<file path="src/rtl/ethernet_receive_slot_scheduler.sv">
// Receive slot scheduler: tracks FREE/FILLING/FULL/DRAINING per slot, offers the lowest
// free slot to the packet parser and hands full slots to one reader in round-robin order.
module ethernet_receive_slot_scheduler #(
    parameter int RECEIVE_QUE_SLOTS = 4
) (
    input  logic                                   clock,
    input  logic                                   reset,
    input  logic [RECEIVE_QUE_SLOTS-1:0]           packet_data_valid,
    input  logic [RECEIVE_QUE_SLOTS-1:0]           good_packet,
    input  logic [RECEIVE_QUE_SLOTS-1:0]           bad_packet,
    input  logic                                   drain_ready,
    input  logic                                   drain_done,
    output logic [RECEIVE_QUE_SLOTS-1:0]           recieve_slot_enable,
    output logic [RECEIVE_QUE_SLOTS-1:0]           drain_grant,
    output logic                                   drain_valid,
    output logic [$clog2(RECEIVE_QUE_SLOTS+1)-1:0] free_count,
    output logic                                   protocol_error
);

    localparam int N     = RECEIVE_QUE_SLOTS;
    localparam int IDX_W = $clog2(N);
    localparam int CNT_W = $clog2(N + 1);
    localparam logic [N-1:0]     ONE_N    = {{(N-1){1'b0}}, 1'b1};
    localparam logic [IDX_W-1:0] LAST_IDX = IDX_W'(N - 1);

    typedef enum logic [1:0] {
        SLOT_FREE     = 2'd0,
        SLOT_FILLING  = 2'd1,
        SLOT_FULL     = 2'd2,
        SLOT_DRAINING = 2'd3
    } slot_state_t;

    typedef enum logic [1:0] {
        S_IDLE      = 2'd0,
        S_GRANT     = 2'd1,
        S_WAIT_DONE = 2'd2
    } drain_state_t;

    slot_state_t        slot_state_r [N];
    slot_state_t        slot_next_s  [N];
    slot_state_t        slot_final_s [N];
    logic [N-1:0]       slot_err_s;
    logic [N-1:0]       full_mask_s;
    logic [N-1:0]       free_mask_s;
    drain_state_t       drain_state_r;
    drain_state_t       drain_state_next_s;
    logic [IDX_W-1:0]   rr_ptr_r;
    logic [IDX_W-1:0]   rr_ptr_next_s;
    logic [IDX_W-1:0]   drain_idx_r;
    logic [IDX_W-1:0]   drain_idx_next_s;
    logic [N-1:0]       grant_next_s;
    logic               done_err_s;
    logic [IDX_W:0]     pick_s;
    logic               pick_valid_s;
    logic [IDX_W-1:0]   pick_idx_s;

    function automatic logic [N-1:0] lowest_onehot(input logic [N-1:0] mask);
        return mask & (~mask + ONE_N);
    endfunction

    function automatic logic [CNT_W-1:0] count_ones(input logic [N-1:0] mask);
        logic [CNT_W-1:0] total;
        total = '0;
        for (int k = 0; k < N; k++) begin
            total = total + CNT_W'(mask[k]);
        end
        return total;
    endfunction

    // Scanning downward lets the candidate closest to the start pointer win.
    function automatic logic [IDX_W:0] rr_pick(input logic [N-1:0] mask,
                                               input logic [IDX_W-1:0] start);
        logic [IDX_W:0]   result;
        logic [IDX_W-1:0] cand;
        result = '0;
        for (int i = N - 1; i >= 0; i--) begin
            cand = IDX_W'((int'(start) + i) % N);
            if (mask[cand]) begin
                result = {1'b1, cand};
            end
        end
        return result;
    endfunction

    assign pick_s       = rr_pick(full_mask_s, rr_ptr_r);
    assign pick_valid_s = pick_s[IDX_W];
    assign pick_idx_s   = pick_s[IDX_W-1:0];

    // Parser-side events: fill start, good and bad packet, with per-slot legality.
    always_comb begin
        for (int k = 0; k < N; k++) begin
            slot_next_s[k] = slot_state_r[k];
            slot_err_s[k]  = 1'b0;
            case (slot_state_r[k])
                SLOT_FREE: begin
                    if (packet_data_valid[k] && recieve_slot_enable[k]) begin
                        slot_next_s[k] = SLOT_FILLING;
                    end else begin
                        slot_next_s[k] = SLOT_FREE;
                    end
                    slot_err_s[k] = (packet_data_valid[k] && !recieve_slot_enable[k])
                                    || good_packet[k] || bad_packet[k];
                end
                SLOT_FILLING: begin
                    if (bad_packet[k]) begin
                        slot_next_s[k] = SLOT_FREE;
                    end else if (good_packet[k]) begin
                        slot_next_s[k] = SLOT_FULL;
                    end else begin
                        slot_next_s[k] = SLOT_FILLING;
                    end
                    slot_err_s[k] = good_packet[k] && bad_packet[k];
                end
                SLOT_FULL: begin
                    slot_next_s[k] = SLOT_FULL;
                    slot_err_s[k]  = packet_data_valid[k] || good_packet[k] || bad_packet[k];
                end
                SLOT_DRAINING: begin
                    slot_next_s[k] = SLOT_DRAINING;
                    slot_err_s[k]  = packet_data_valid[k] || good_packet[k] || bad_packet[k];
                end
                default: begin
                    slot_next_s[k] = SLOT_FREE;
                    slot_err_s[k]  = 1'b0;
                end
            endcase
        end
    end

    // Slots that are FULL after this cycle's parser events are grant candidates.
    always_comb begin
        for (int k = 0; k < N; k++) begin
            full_mask_s[k] = (slot_next_s[k] == SLOT_FULL);
        end
    end

    // Drain FSM next state; a grant claims its slot in the same cycle it is chosen.
    always_comb begin
        for (int k = 0; k < N; k++) begin
            slot_final_s[k] = slot_next_s[k];
        end
        drain_state_next_s = drain_state_r;
        grant_next_s       = drain_grant;
        rr_ptr_next_s      = rr_ptr_r;
        drain_idx_next_s   = drain_idx_r;
        done_err_s         = 1'b0;
        case (drain_state_r)
            S_IDLE: begin
                done_err_s = drain_done;
                if (pick_valid_s) begin
                    slot_final_s[pick_idx_s] = SLOT_DRAINING;
                    grant_next_s             = ONE_N << pick_idx_s;
                    drain_idx_next_s         = pick_idx_s;
                    drain_state_next_s       = S_GRANT;
                    if (pick_idx_s == LAST_IDX) begin
                        rr_ptr_next_s = '0;
                    end else begin
                        rr_ptr_next_s = pick_idx_s + IDX_W'(1);
                    end
                end else begin
                    grant_next_s       = '0;
                    drain_state_next_s = S_IDLE;
                end
            end
            S_GRANT: begin
                if (drain_ready) begin
                    drain_state_next_s = S_WAIT_DONE;
                end else begin
                    drain_state_next_s = S_GRANT;
                    done_err_s         = drain_done;
                end
            end
            S_WAIT_DONE: begin
                if (drain_done) begin
                    slot_final_s[drain_idx_r] = SLOT_FREE;
                    grant_next_s              = '0;
                    drain_state_next_s        = S_IDLE;
                end else begin
                    drain_state_next_s = S_WAIT_DONE;
                end
            end
            default: begin
                grant_next_s       = '0;
                drain_state_next_s = S_IDLE;
            end
        endcase
    end

    // Free slots as they will stand after this cycle.
    always_comb begin
        for (int k = 0; k < N; k++) begin
            free_mask_s[k] = (slot_final_s[k] == SLOT_FREE);
        end
    end

    // State and registered outputs, all derived from next state.
    always_ff @(posedge clock) begin
        if (reset) begin
            for (int k = 0; k < N; k++) begin
                slot_state_r[k] <= SLOT_FREE;
            end
            drain_state_r       <= S_IDLE;
            rr_ptr_r            <= '0;
            drain_idx_r         <= '0;
            recieve_slot_enable <= '0;
            drain_grant         <= '0;
            drain_valid         <= 1'b0;
            free_count          <= '0;
            protocol_error      <= 1'b0;
        end else begin
            for (int k = 0; k < N; k++) begin
                slot_state_r[k] <= slot_final_s[k];
            end
            drain_state_r       <= drain_state_next_s;
            rr_ptr_r            <= rr_ptr_next_s;
            drain_idx_r         <= drain_idx_next_s;
            recieve_slot_enable <= lowest_onehot(free_mask_s);
            drain_grant         <= grant_next_s;
            drain_valid         <= (drain_state_next_s == S_GRANT);
            free_count          <= count_ones(free_mask_s);
            protocol_error      <= (|slot_err_s) || done_err_s;
        end
    end

endmodule
</file>
<file path="config.mk">
export PLATFORM = sky130hd
export DESIGN_NAME = ethernet_receive_slot_scheduler
export DESIGN_NICKNAME = d
export VERILOG_FILES = /design/src/rtl/ethernet_receive_slot_scheduler.sv
export SDC_FILE = /design/constraint.sdc
export NUM_CORES = 1
export LEC_CHECK = 0
export ABC_AREA = 1
export ABC_CLOCK_PERIOD_IN_PS = 4400
export BUFFER_PORTS_ARGS = -buffer_cell sky130_fd_sc_hd__buf_2
export CORE_MARGIN = 2
export CORE_UTILIZATION = 45
export CTS_CLUSTER_SIZE = 25
export DETAILED_ROUTE_END_ITERATION = 7
export GPL_ROUTABILITY_DRIVEN = 0
export PLACE_DENSITY = 0.66
export SKIP_CTS_REPAIR_TIMING = 1
export SYNTH_ARGS = -nofsm -noshare
export SYNTH_HDL_FRONTEND = slang
export SYNTH_SLANG_ARGS = --single-unit
</file>
<file path="constraint.sdc">
create_clock -name clock -period 4.4 [get_ports clock]
set_input_delay 0.88 -clock clock [delete_from_list [all_inputs] [get_ports clock]]
set_output_delay 0.88 -clock clock [all_outputs]
set_load 0.005 [all_outputs]
</file>
==> results.sh, run 1 <==
export IMPL_dieArea_sq_um=4360
export IMPL_r2r_end="free_count[1]"
export IMPL_ys_warn_count=0
export IMPL_fmax_ghz=0.286
export IMPL_synth_area_sq_um=1730
export IMPL_synth_cell_types=30
export IMPL_mostFrequentLayoutCell="nand2_1"
export IMPL_overflow=0
export IMPL_grt_max_degree=24
export IMPL_r2r_cells=20
export IMPL_final_util_pct=53.2
export IMPL_required_ns=4.56
export IMPL_cp_end_kind="flip-flop"
export IMPL_wl_per_cell_microns=11.3
export IMPL_cp_arrival_ns=3.66
export IMPL_hold_viol=0
export IMPL_ioPinCount=29
export IMPL_place_hpwl_microns=2960
export IMPL_setup_violations=0
export IMPL_fin_nets=291
export IMPL_maxCapViolCount=0
export IMPL_final_antenna_net_count=0
export IMPL_setup_tns_ns=0
export IMPL_diodes=0
export IMPL_endpoint="free_count[1]"
export IMPL_die_h_microns=66.1
export IMPL_htreeDepth=1
export IMPL_grt_pass1_vias=1401
export IMPL_core_area_sq_um=3690
export IMPL_ctsLongestPathBuffers=2
export IMPL_drt_iter0_drc=65
export IMPL_power_density_nw_per_um2=787
export IMPL_critPathMaxFanout=5
export IMPL_fin_crit_ns=3.50
export IMPL_layout_worst_path_cycle_share_pct=79.6
export IMPL_cts_made_buffers=3
export IMPL_finalMaxSlewViolations=0
export IMPL_routed_wirelength_microns=3550
export IMPL_grt_antenna_before_repair=0
export IMPL_nFillCells=393
export IMPL_regToRegStartpoint="rr_ptr_r[0]"
export IMPL_clkLatencyLatePin_ns=0.27
export IMPL_die_w_microns=66.1
export IMPL_vdd_ir_drop_max_mv=0.340
export IMPL_worst_slew_pin_slew_ns=0.522
export IMPL_p_leak_nw=0.932
export IMPL_synth_seq_cells=27
export IMPL_path_clk_slew_ns=0.10
export IMPL_clock_sinks=27
export IMPL_numPortBuffers=28
export IMPL_vias=1519
export IMPL_netlist_instances=236
export IMPL_grt_usage_pct=18.1
export IMPL_relSlewSlack_pct=65.0
export IMPL_hold_class="reg2reg"
export IMPL_remaining_drc_errors=0
export IMPL_vias_per_cell=4.85
export IMPL_r2r_setup_slack_ns=1.13
export IMPL_ys_seq_area_share_pct=31.2
export IMPL_cts_tree="done"
export IMPL_cts_root_buf="clkbuf_8"
export IMPL_start_util_pct=47.0
export IMPL_drt_pass1_iterations=4
export IMPL_syn_area_per_cell_sq_um=7.34
export IMPL_critPathKind="in2reg"
export IMPL_start_kind="input pin"
export IMPL_clock_skew_ns=0.0107
export IMPL_drive_gt1_share_pct=33.6
export IMPL_layout_common_cells="nand2_1, inv_1, buf_2, dfxtp_1, nand3_1"
export IMPL_std_cell_rows=22
export IMPL_status="complete, no violations"
export IMPL_cp_startpoint="bad_packet[0]"
export IMPL_area_growth_pct=13.1
export IMPL_syn_num_nets=261
export IMPL_grt_pass1_wl_microns=6020
export IMPL_rsz0062_at_grt="no"
-- state kept, by name, indices dropped and copies added (netlist names) --
| signal | flops |
|---|---|
| rr_ptr_r | 2 |
| drain_state_r | 2 |
| recieve_slot_enable | 4 |
| drain_grant | 4 |
| free_count | 3 |
| slot_state_r | 8 |
| drain_idx_r | 2 |
| drain_valid | 1 |
| protocol_error | 1 |
-- worst max-delay path: stages --
cell and delay [ns]:
buf_2 0.11, inv_1 0.06, nand3_1 0.06, nand2_1 0.14, nand3_1 0.11, nand2_1 0.12
nand2_2 0.06, nand2_2 0.09, inv_1 0.06, nand2_1 0.08, nand4_1 0.10, nand2_2 0.13
inv_1 0.07, ha_1 0.20, nand3_2 0.11, nand3_2 0.14, fa_1 0.57, inv_1 0.04
ha_1 0.17, ha_1 0.26, inv_1 0.05, nor2_1 0.03
-- per-stage QoR --
stage	total power [mW]	cell area (sq um)	setup slack, ns	instances	hold WS, ns
finish	1.54	1960	0.900	313	0.467
global placement	1.41	1910	0.666	309	0.454
floorplan	1.21	1730	0.956	236	0.461
global route	1.73	1960	0.594	313	0.498
CTS	1.56	1960	0.894	313	0.470
detailed placement	1.42	1910	0.591	309	0.456
-- how the worst min path moves through the flow --
stage | depth (start not counted) | slack, ns | from | to
4_1_cts | 2 | 0.47 | drain_grant[2] | drain_grant[2]
2_1_floorplan | 2 | 0.46 | drain_grant[0] | drain_grant[0]
3_5_place_dp | 2 | 0.46 | drain_grant[2] | drain_grant[2]
6_report | 2 | 0.47 | drain_grant[2] | drain_grant[2]
3_3_place_gp | 2 | 0.45 | drain_grant[2] | drain_grant[2]
5_1_grt | 2 | 0.50 | drain_grant[2] | drain_grant[2]
-- Yosys cell counts --
library cell,count,share of area [%]
a211oi_1,1,0.43
a21boi_0,1,0.43
a21oi_1,20,5.8
a21oi_2,1,0.51
a311oi_1,1,0.51
a31oi_2,1,0.72
a41oi_1,1,0.51
buf_6,1,0.65
clkbuf_1,2,0.43
clkinv_1,1,0.22
clkinv_2,1,0.29
dfxtp_1,27,31
fa_1,1,1.2
ha_1,8,5.8
inv_1,30,6.5
inv_2,9,1.9
nand2_1,36,7.8
nand2_2,20,7.2
nand2_4,2,1.3
nand3_1,21,6.1
nand3_2,14,8.1
nand4_1,3,1.1
nor2_1,18,3.9
nor2_2,3,1.1
nor2_4,5,3.2
nor4_1,1,0.36
o21ai_0,2,0.58
o21ai_1,2,0.58
o22ai_1,2,0.72
xor2_2,1,0.94
-- layer usage --
| metal | up-vias | wire length [microns] | global-route usage, % |
|---|---|---|---|
| li1 | 815 | - | - |
| met1 | 659 | 1740 | 24.7 |
| met2 | 43 | 1570 | 29.9 |
| met3 | 2 | 212 | 3.58 |
| met4 | 0 | 21 | 3.06 |
| met5 | - | 0 | 0 |
-- report_power, final --
group          switching (mW)  total (mW)  internal [mW]  leakage (nW)
Clock                  0.0762       0.140         0.0634        0.0255
Combinational           0.645        1.02          0.371         0.685
Sequential             0.0592       0.387          0.328         0.222
Total                   0.780        1.54          0.763         0.932
-- cell type report --
| class | count | area (sq um) | share of cell area [%] |
|---|---|---|---|
| clock inverters | 1 | 5.00 | 0.255 |
| inverters | 41 | 155 | 7.91 |
| repair buffers | 28 | 140 | 7.15 |
| well taps | 48 | 60.1 | 3.06 |
| multi-input cells | 165 | 1020 | 51.9 |
| clock buffers | 3 | 41.3 | 2.11 |
| flip-flops and latches | 27 | 541 | 27.6 |
-- logic make-up after synthesis --
logic type	count (synthesis)	synth area share (%)
adder cells (fa/ha/maj)	9	6.93
AND/OR/NAND/NOR	123	40.1
XOR/XNOR	1	0.939
buffers and inverters	44	10.0
AO/OA/AOI/OAI	32	10.8
flip-flops	27	31.2
(Power assumes the default switching activity.)
==> inputs of run 2 (changes only) <==
--- a/config.mk
+++ b/config.mk
@@ -6,14 +6,14 @@
 export NUM_CORES = 1
 export LEC_CHECK = 0
 export ABC_AREA = 1
-export ABC_CLOCK_PERIOD_IN_PS = 4400
+export ABC_CLOCK_PERIOD_IN_PS = 2850
 export BUFFER_PORTS_ARGS = -buffer_cell sky130_fd_sc_hd__buf_2
 export CORE_MARGIN = 2
 export CORE_UTILIZATION = 45
 export CTS_CLUSTER_SIZE = 25
 export DETAILED_ROUTE_END_ITERATION = 7
 export GPL_ROUTABILITY_DRIVEN = 0
-export PLACE_DENSITY = 0.66
+export PLACE_DENSITY = 0.69
 export SKIP_CTS_REPAIR_TIMING = 1
 export SYNTH_ARGS = -nofsm -noshare
 export SYNTH_HDL_FRONTEND = slang
==> constraint.sdc (replaced) <==
create_clock -name clock -period 2.85 [get_ports clock]
set_input_delay 0.57 -clock clock [delete_from_list [all_inputs] [get_ports clock]]
set_output_delay 0.57 -clock clock [all_outputs]
set_load 0.005 [all_outputs]
==> run 2 against run 1 <==
Compared with the run above: worst hold slack better by 0.0085 ns; sequential share of layout area fell by 5.8 points; register-to-register slack worse by 1.2 ns; setup slack got worse by 0.99 ns; combinational power grew to 2.5 times the previous value; highest routed layer unchanged; clock power up 59%; die area unchanged; global-route usage up 1.3 points; total power rose by 120%; the run now ends with negative setup slack left; clock-buffer cell count is the same.
==> results.sh, run 2 (synthesis gave the netlist of run 1 again) <==
export IMPL_layout_common_cells="buf_4, nand2_2, buf_2, inv_2"
export IMPL_clock_skew_ns=0.00604
export IMPL_wl_per_cell_microns=12.1
export IMPL_routed_wirelength_microns=4340
export IMPL_drt_pass1_iterations=4
export IMPL_grt_pass1_wl_microns=6630
export IMPL_setup_violations=2
export IMPL_grt_pass1_vias=1571
export IMPL_cts_tree="done"
export IMPL_worst_slew_pin_slew_ns=0.681
export IMPL_hold_viol=0
export IMPL_regToRegStartpoint="slot_state_r[0][0]"
export IMPL_p_seq_share_pct=17.7
export IMPL_power_density_nw_per_um2=1350
export IMPL_dieArea_sq_um=4360
export IMPL_ioPinCount=29
export IMPL_numPortBuffers=28
export IMPL_r2r_cells=24
export IMPL_diodes=0
export IMPL_clkLatencyLatePin_ns=0.27
export IMPL_overflow=0
export IMPL_cp_startpoint="bad_packet[1]"
export IMPL_cp_end_kind="flip-flop"
export IMPL_r2r_end="free_count[1]"
export IMPL_cp_common_cell="inv_2"
export IMPL_die_w_microns=66.1
export IMPL_grt_usage_pct=19.4
export IMPL_grt_antenna_before_repair=0
export IMPL_setup_slack_ns=-0.0936
export IMPL_start_util_pct=47.0
export IMPL_finalMaxSlewViolations=0
export IMPL_vias_per_cell=4.82
export IMPL_drt_iter0_drc=43
export IMPL_cp_arrival_ns=3.16
export IMPL_ctsLongestPathBuffers=2
export IMPL_crit_chain="buf_2 -> inv_2 -> nand3_1 -> nand2_2 -> nand3_1 -> nand2_2 -> nand2_2 -> a21boi_2 -> a31oi_2 -> buf_4 -> ha_4 -> nand3_4 -> nand2_4 -> nor2_4 -> inv_2 -> fa_1 -> inv_2 -> ha_4 -> ha_4 -> inv_2 -> nor2_1"
export IMPL_fmax_ghz=0.340
export IMPL_grt_max_degree=24
export IMPL_start_kind="input pin"
export IMPL_placed_area_sq_um=2290
export IMPL_cpMaxStageDelayCell="fa_1"
export IMPL_status="finished, violations left"
export IMPL_fin_crit_ns=2.94
export IMPL_required_ns=3.07
export IMPL_std_cell_rows=22
export IMPL_place_hpwl_microns=3270
export IMPL_vdd_ir_drop_max_mv=0.794
export IMPL_rsz0062_at_grt="yes"
export IMPL_power_net_switching_mw=1.58
export IMPL_area_growth_pct=46.6
export IMPL_relSlewSlack_pct=54.4
export IMPL_fin_nets=338
export IMPL_p_leak_nw=1.19
export IMPL_vias=1735
export IMPL_largestRegisters="slot_state_r: 8 flops, drain_grant: 4 flops, recieve_slot_enable: 4 flops"
export IMPL_htreeDepth=1
export IMPL_slowest_delay_ns=0.52
export IMPL_drive_gt1_share_pct=60.3
export IMPL_intPower_mw=1.84
export IMPL_largest_register="slot_state_r"
export IMPL_clock_sinks=27
export IMPL_hold_class="reg2reg"
export IMPL_maxCapViolCount=0
export IMPL_violations="negative setup slack"
export IMPL_layout_worst_path_cycle_share_pct=103
export IMPL_cts_made_buffers=3
export IMPL_core_area_sq_um=3690
export IMPL_p_comb_share_pct=75.9
export IMPL_postLayoutCellArea_sq_um=2540
export IMPL_cts_root_buf="clkbuf_8"
export IMPL_critPathKind="in2reg"
export IMPL_min_from="drain_grant[0]"
export IMPL_r2r_setup_slack_ns=-0.09
export IMPL_remaining_drc_errors=0
export IMPL_whs_endpoint="drain_grant[0]"
export IMPL_die_h_microns=66.1
export IMPL_critPathMaxFanout=4
export IMPL_min_path_cells=2
export IMPL_final_antenna_net_count=0
export IMPL_p_clk_share_pct=6.5
export IMPL_path_clk_slew_ns=0.10
export IMPL_p_sw_share_pct=46.2
export IMPL_largest_register_ffs=8
export IMPL_setup_tns_ns=-0.115
export IMPL_mostFrequentLayoutCell="buf_4"
## run 2: cell count changes in the layout (fill, tap and decap cells not counted), moves of 7 or more
cell | previous run | this run
nand2_2 | 20 | 30
nand2_1 | 36 | 20
inv_2 | 9 | 22
dfxtp_1 | 27 | 18
nand3_1 | 21 | 14
buf_4 | 0 | 47
dfxtp_2 | 0 | 8
inv_1 | 30 | 16
## run 2: area by class of cell
class	instances	area, sq um
multi-input combinational	165	1200
fill	318	1150
sequential	27	554
timing repair buffer	75	505
inverter	41	170
tap	48	60.1
clock buffer	3	41.3
clock inverter	1	7.51
## run 2: how the worst max path moves through the flow
stage	end	slack, ns
floorplan	free_count[1]	-0.14
global placement	free_count[1]	-0.38
detailed placement	free_count[1]	-0.44
CTS	free_count[1]	-0.16
global route	free_count[1]	-0.23
finish	free_count[1]	-0.09
## run 2: per-layer routing
| layer | part of all wire [%] | global-route usage [%] |
|---|---|---|
| met5 | 0 | 0 |
| met4 | 0.90 | 3.06 |
| met3 | 3.2 | 3.07 |
| met2 | 49 | 33.7 |
| met1 | 47 | 25.7 |
## run 2: per-stage QoR
stage | util [%] | power (mW) | hold slack, ns | std cells | setup WS, ns
after floorplan | - | 1.99 | 0.461 | 236 | -0.135
after global placement | 62.1 | 2.71 | 0.451 | 346 | -0.384
after detailed placement | 62.1 | 2.75 | 0.461 | 346 | -0.444
after CTS | 63.5 | 2.98 | 0.476 | 350 | -0.161
after global routing | 68.9 | 3.73 | 0.493 | 360 | -0.233
final | 68.9 | 3.42 | 0.476 | 360 | -0.0936
## run 2: critical path: cells and delay by family
family,cells,cell delay (ns)
AOI/OAI and AO/OA,2,0.23
adders and majority gates,4,1.08
buffers and inverters,6,0.45
and+or+nand+nor,9,0.82
## run 2: power groups by stage
stage          Clock [mW]  Sequential, mW  Combinational [mW]
3_5_place_dp            0           0.597                2.16
3_3_place_gp            0           0.594                2.11
5_1_grt             0.239           0.619                2.87
2_1_floorplan           0           0.593                1.40
4_1_cts             0.225           0.587                2.17
6_report            0.222           0.604                2.59
==> inputs of run 3 (changes only) <==
--- a/config.mk
+++ b/config.mk
@@ -13,7 +13,8 @@
 export CTS_CLUSTER_SIZE = 25
 export DETAILED_ROUTE_END_ITERATION = 7
 export GPL_ROUTABILITY_DRIVEN = 0
-export PLACE_DENSITY = 0.69
+export PLACE_DENSITY = 0.8
+export RECOVER_POWER = 50
 export SKIP_CTS_REPAIR_TIMING = 1
 export SYNTH_ARGS = -nofsm -noshare
 export SYNTH_HDL_FRONTEND = slang
==> run 3 against run 2 <==
Compared with the run above: the run still ends with negative setup slack left; final area decreased by 0.25%; clock-buffer cell count unchanged; setup slack got worse by 0.066 ns; die area unchanged; utilization decreased by 0.17 points.
==> results.sh, run 3 (synthesis gave the netlist of run 1 again) <==
export IMPL_p_seq_share_pct=17.8
export IMPL_setup_slack_ns=-0.160
export IMPL_cp_end_kind="flip-flop"
export IMPL_layout_worst_path_cycle_share_pct=106
export IMPL_wl_per_cell_microns=13.0
export IMPL_final_antenna_net_count=0
export IMPL_cts_tree="done"
export IMPL_hold_viol=0
export IMPL_vias_per_cell=4.94
export IMPL_r2r_setup_slack_ns=-0.14
export IMPL_die_w_microns=66.1
export IMPL_grt_usage_pct=20.6
export IMPL_die_h_microns=66.1
export IMPL_cts_made_buffers=3
export IMPL_largest_register="slot_state_r"
export IMPL_regToRegStartpoint="slot_state_r[3][0]"
export IMPL_clock_skew_ns=0.00318
export IMPL_clkLatencyLatePin_ns=0.28
export IMPL_power_density_nw_per_um2=1350
export IMPL_grt_antenna_before_repair=0
export IMPL_std_cell_rows=22
export IMPL_rsz0062_at_grt="yes"
export IMPL_ctsLongestPathBuffers=2
export IMPL_critPathKind="in2reg"
export IMPL_setup_violations=2
export IMPL_relSlewSlack_pct=53.7
export IMPL_cts_root_buf="clkbuf_8"
export IMPL_required_ns=3.02
export IMPL_overflow=0
export IMPL_violations="negative setup slack"
export IMPL_core_area_sq_um=3690
export IMPL_grt_pass1_wl_microns=6860
export IMPL_grt_pass1_vias=1626
export IMPL_hold_class="reg2reg"
export IMPL_fin_nets=338
export IMPL_vias=1777
export IMPL_dieArea_sq_um=4360
export IMPL_start_util_pct=47.0
export IMPL_p_comb_share_pct=75.9
export IMPL_clock_sinks=27
export IMPL_mostFrequentLayoutCell="buf_4"
export IMPL_finalMaxSlewViolations=0
export IMPL_ioPinCount=29
export IMPL_numPortBuffers=28
export IMPL_vdd_ir_drop_max_mv=1.09
export IMPL_critPathMaxFanout=3
export IMPL_maxCapViolCount=0
export IMPL_start_kind="input pin"
export IMPL_routed_wirelength_microns=4680
export IMPL_cp_startpoint="good_packet[3]"
export IMPL_dp_slack_ns=-0.472
export IMPL_largestRegisters="slot_state_r: 8 flops, drain_grant: 4 flops, recieve_slot_enable: 4 flops"
export IMPL_grt_max_degree=24
export IMPL_remaining_drc_errors=0
export IMPL_p_leak_nw=1.17
export IMPL_path_clk_slew_ns=0.09
export IMPL_largest_register_ffs=8
export IMPL_p_sw_share_pct=47.2
export IMPL_drive_gt1_share_pct=58.3
export IMPL_setup_tns_ns=-0.240
export IMPL_min_from="drain_grant[3]"
export IMPL_intPower_mw=1.80
export IMPL_p_clk_share_pct=6.3
export IMPL_status="finished, violations left"
export IMPL_drt_pass1_iterations=4
export IMPL_htreeDepth=1
export IMPL_worst_slew_pin_slew_ns=0.692
export IMPL_place_hpwl_microns=3430
export IMPL_cp_arrival_ns=3.18
export IMPL_diodes=0
export IMPL_fin_crit_ns=3.01
export IMPL_drt_iter0_drc=40
export IMPL_fmax_ghz=0.332
export IMPL_power_net_switching_mw=1.61
export IMPL_layout_common_cells="buf_4, nand2_2, nand2_1, buf_2"
export IMPL_area_growth_pct=46.3
run 3: changes by cell type in the layout (fill, tap and decap cells not counted), sizes merged:
| cell | before | now |
|---|---|---|
| clkinv | 2 | 3 |
| clkbuf | 3 | 10 |
| buf | 75 | 68 |
| clkinvlp | 1 | 0 |
run 3: path summary, 6_finish.rpt:
check / endpoint / depth (start not counted)
max: free_count[1] / 20
min: drain_grant[3] / 2
max reg2reg: free_count[1] / 18
min reg2reg: drain_grant[3] / 2
run 3: critical path, cell delays in order:
cell	delay, ns
clkbuf_4	0.16
clkinv_8	0.05
nand2_4	0.06
nand2_2	0.05
nand2_4	0.08
nand3_2	0.08
nand2_2	0.07
buf_4	0.11
nand3_1	0.12
a31oi_2	0.26
inv_1	0.13
ha_1	0.21
nand3_2	0.12
nand3_4	0.08
fa_1	0.52
inv_2	0.05
ha_4	0.15
ha_4	0.23
inv_2	0.04
nor2_2	0.02
run 3: layout make-up:
type / instances / area (sq um)
multi-input combinational: 165 / 1210
fill: 280 / 1150
tap: 48 / 60.1
inverter: 41 / 173
clock inverter: 1 / 5.00
clock buffer: 3 / 41.3
timing repair buffer: 75 / 495
sequential: 27 / 553
run 3: layer usage:
metal | GRT usage [%] | share of wire, % | up-vias
met2 | 37.9 | 50 | 41
met1 | 24.2 | 44 | 815
met3 | 3.58 | 3.9 | 8
met5 | 0 | 0 | -
li1 | - | - | 913
met4 | 5.87 | 1.7 | 0
run 3: metrics by stage:
stage	instance area (sq um)	utilization (%)	hold slack, ns	std cells	total power, mW
2_1_floorplan	1830	-	0.461	236	1.99
3_3_place_gp	2290	62.1	0.451	346	2.68
3_5_place_dp	2290	62.1	0.452	346	2.74
4_1_cts	2340	63.4	0.467	350	2.97
5_1_grt	2530	68.7	0.501	360	3.70
6_report	2530	68.7	0.468	360	3.42
run 3: power by group through the flow:
| stage | combinational [mW] | clock, mW | sequential (mW) |
|---|---|---|---|
| 2_1_floorplan | 1.40 | 0 | 0.593 |
| 3_3_place_gp | 2.09 | 0 | 0.595 |
| 3_5_place_dp | 2.14 | 0 | 0.601 |
| 4_1_cts | 2.16 | 0.219 | 0.592 |
| 5_1_grt | 2.84 | 0.235 | 0.620 |
| 6_report | 2.59 | 0.216 | 0.608 |
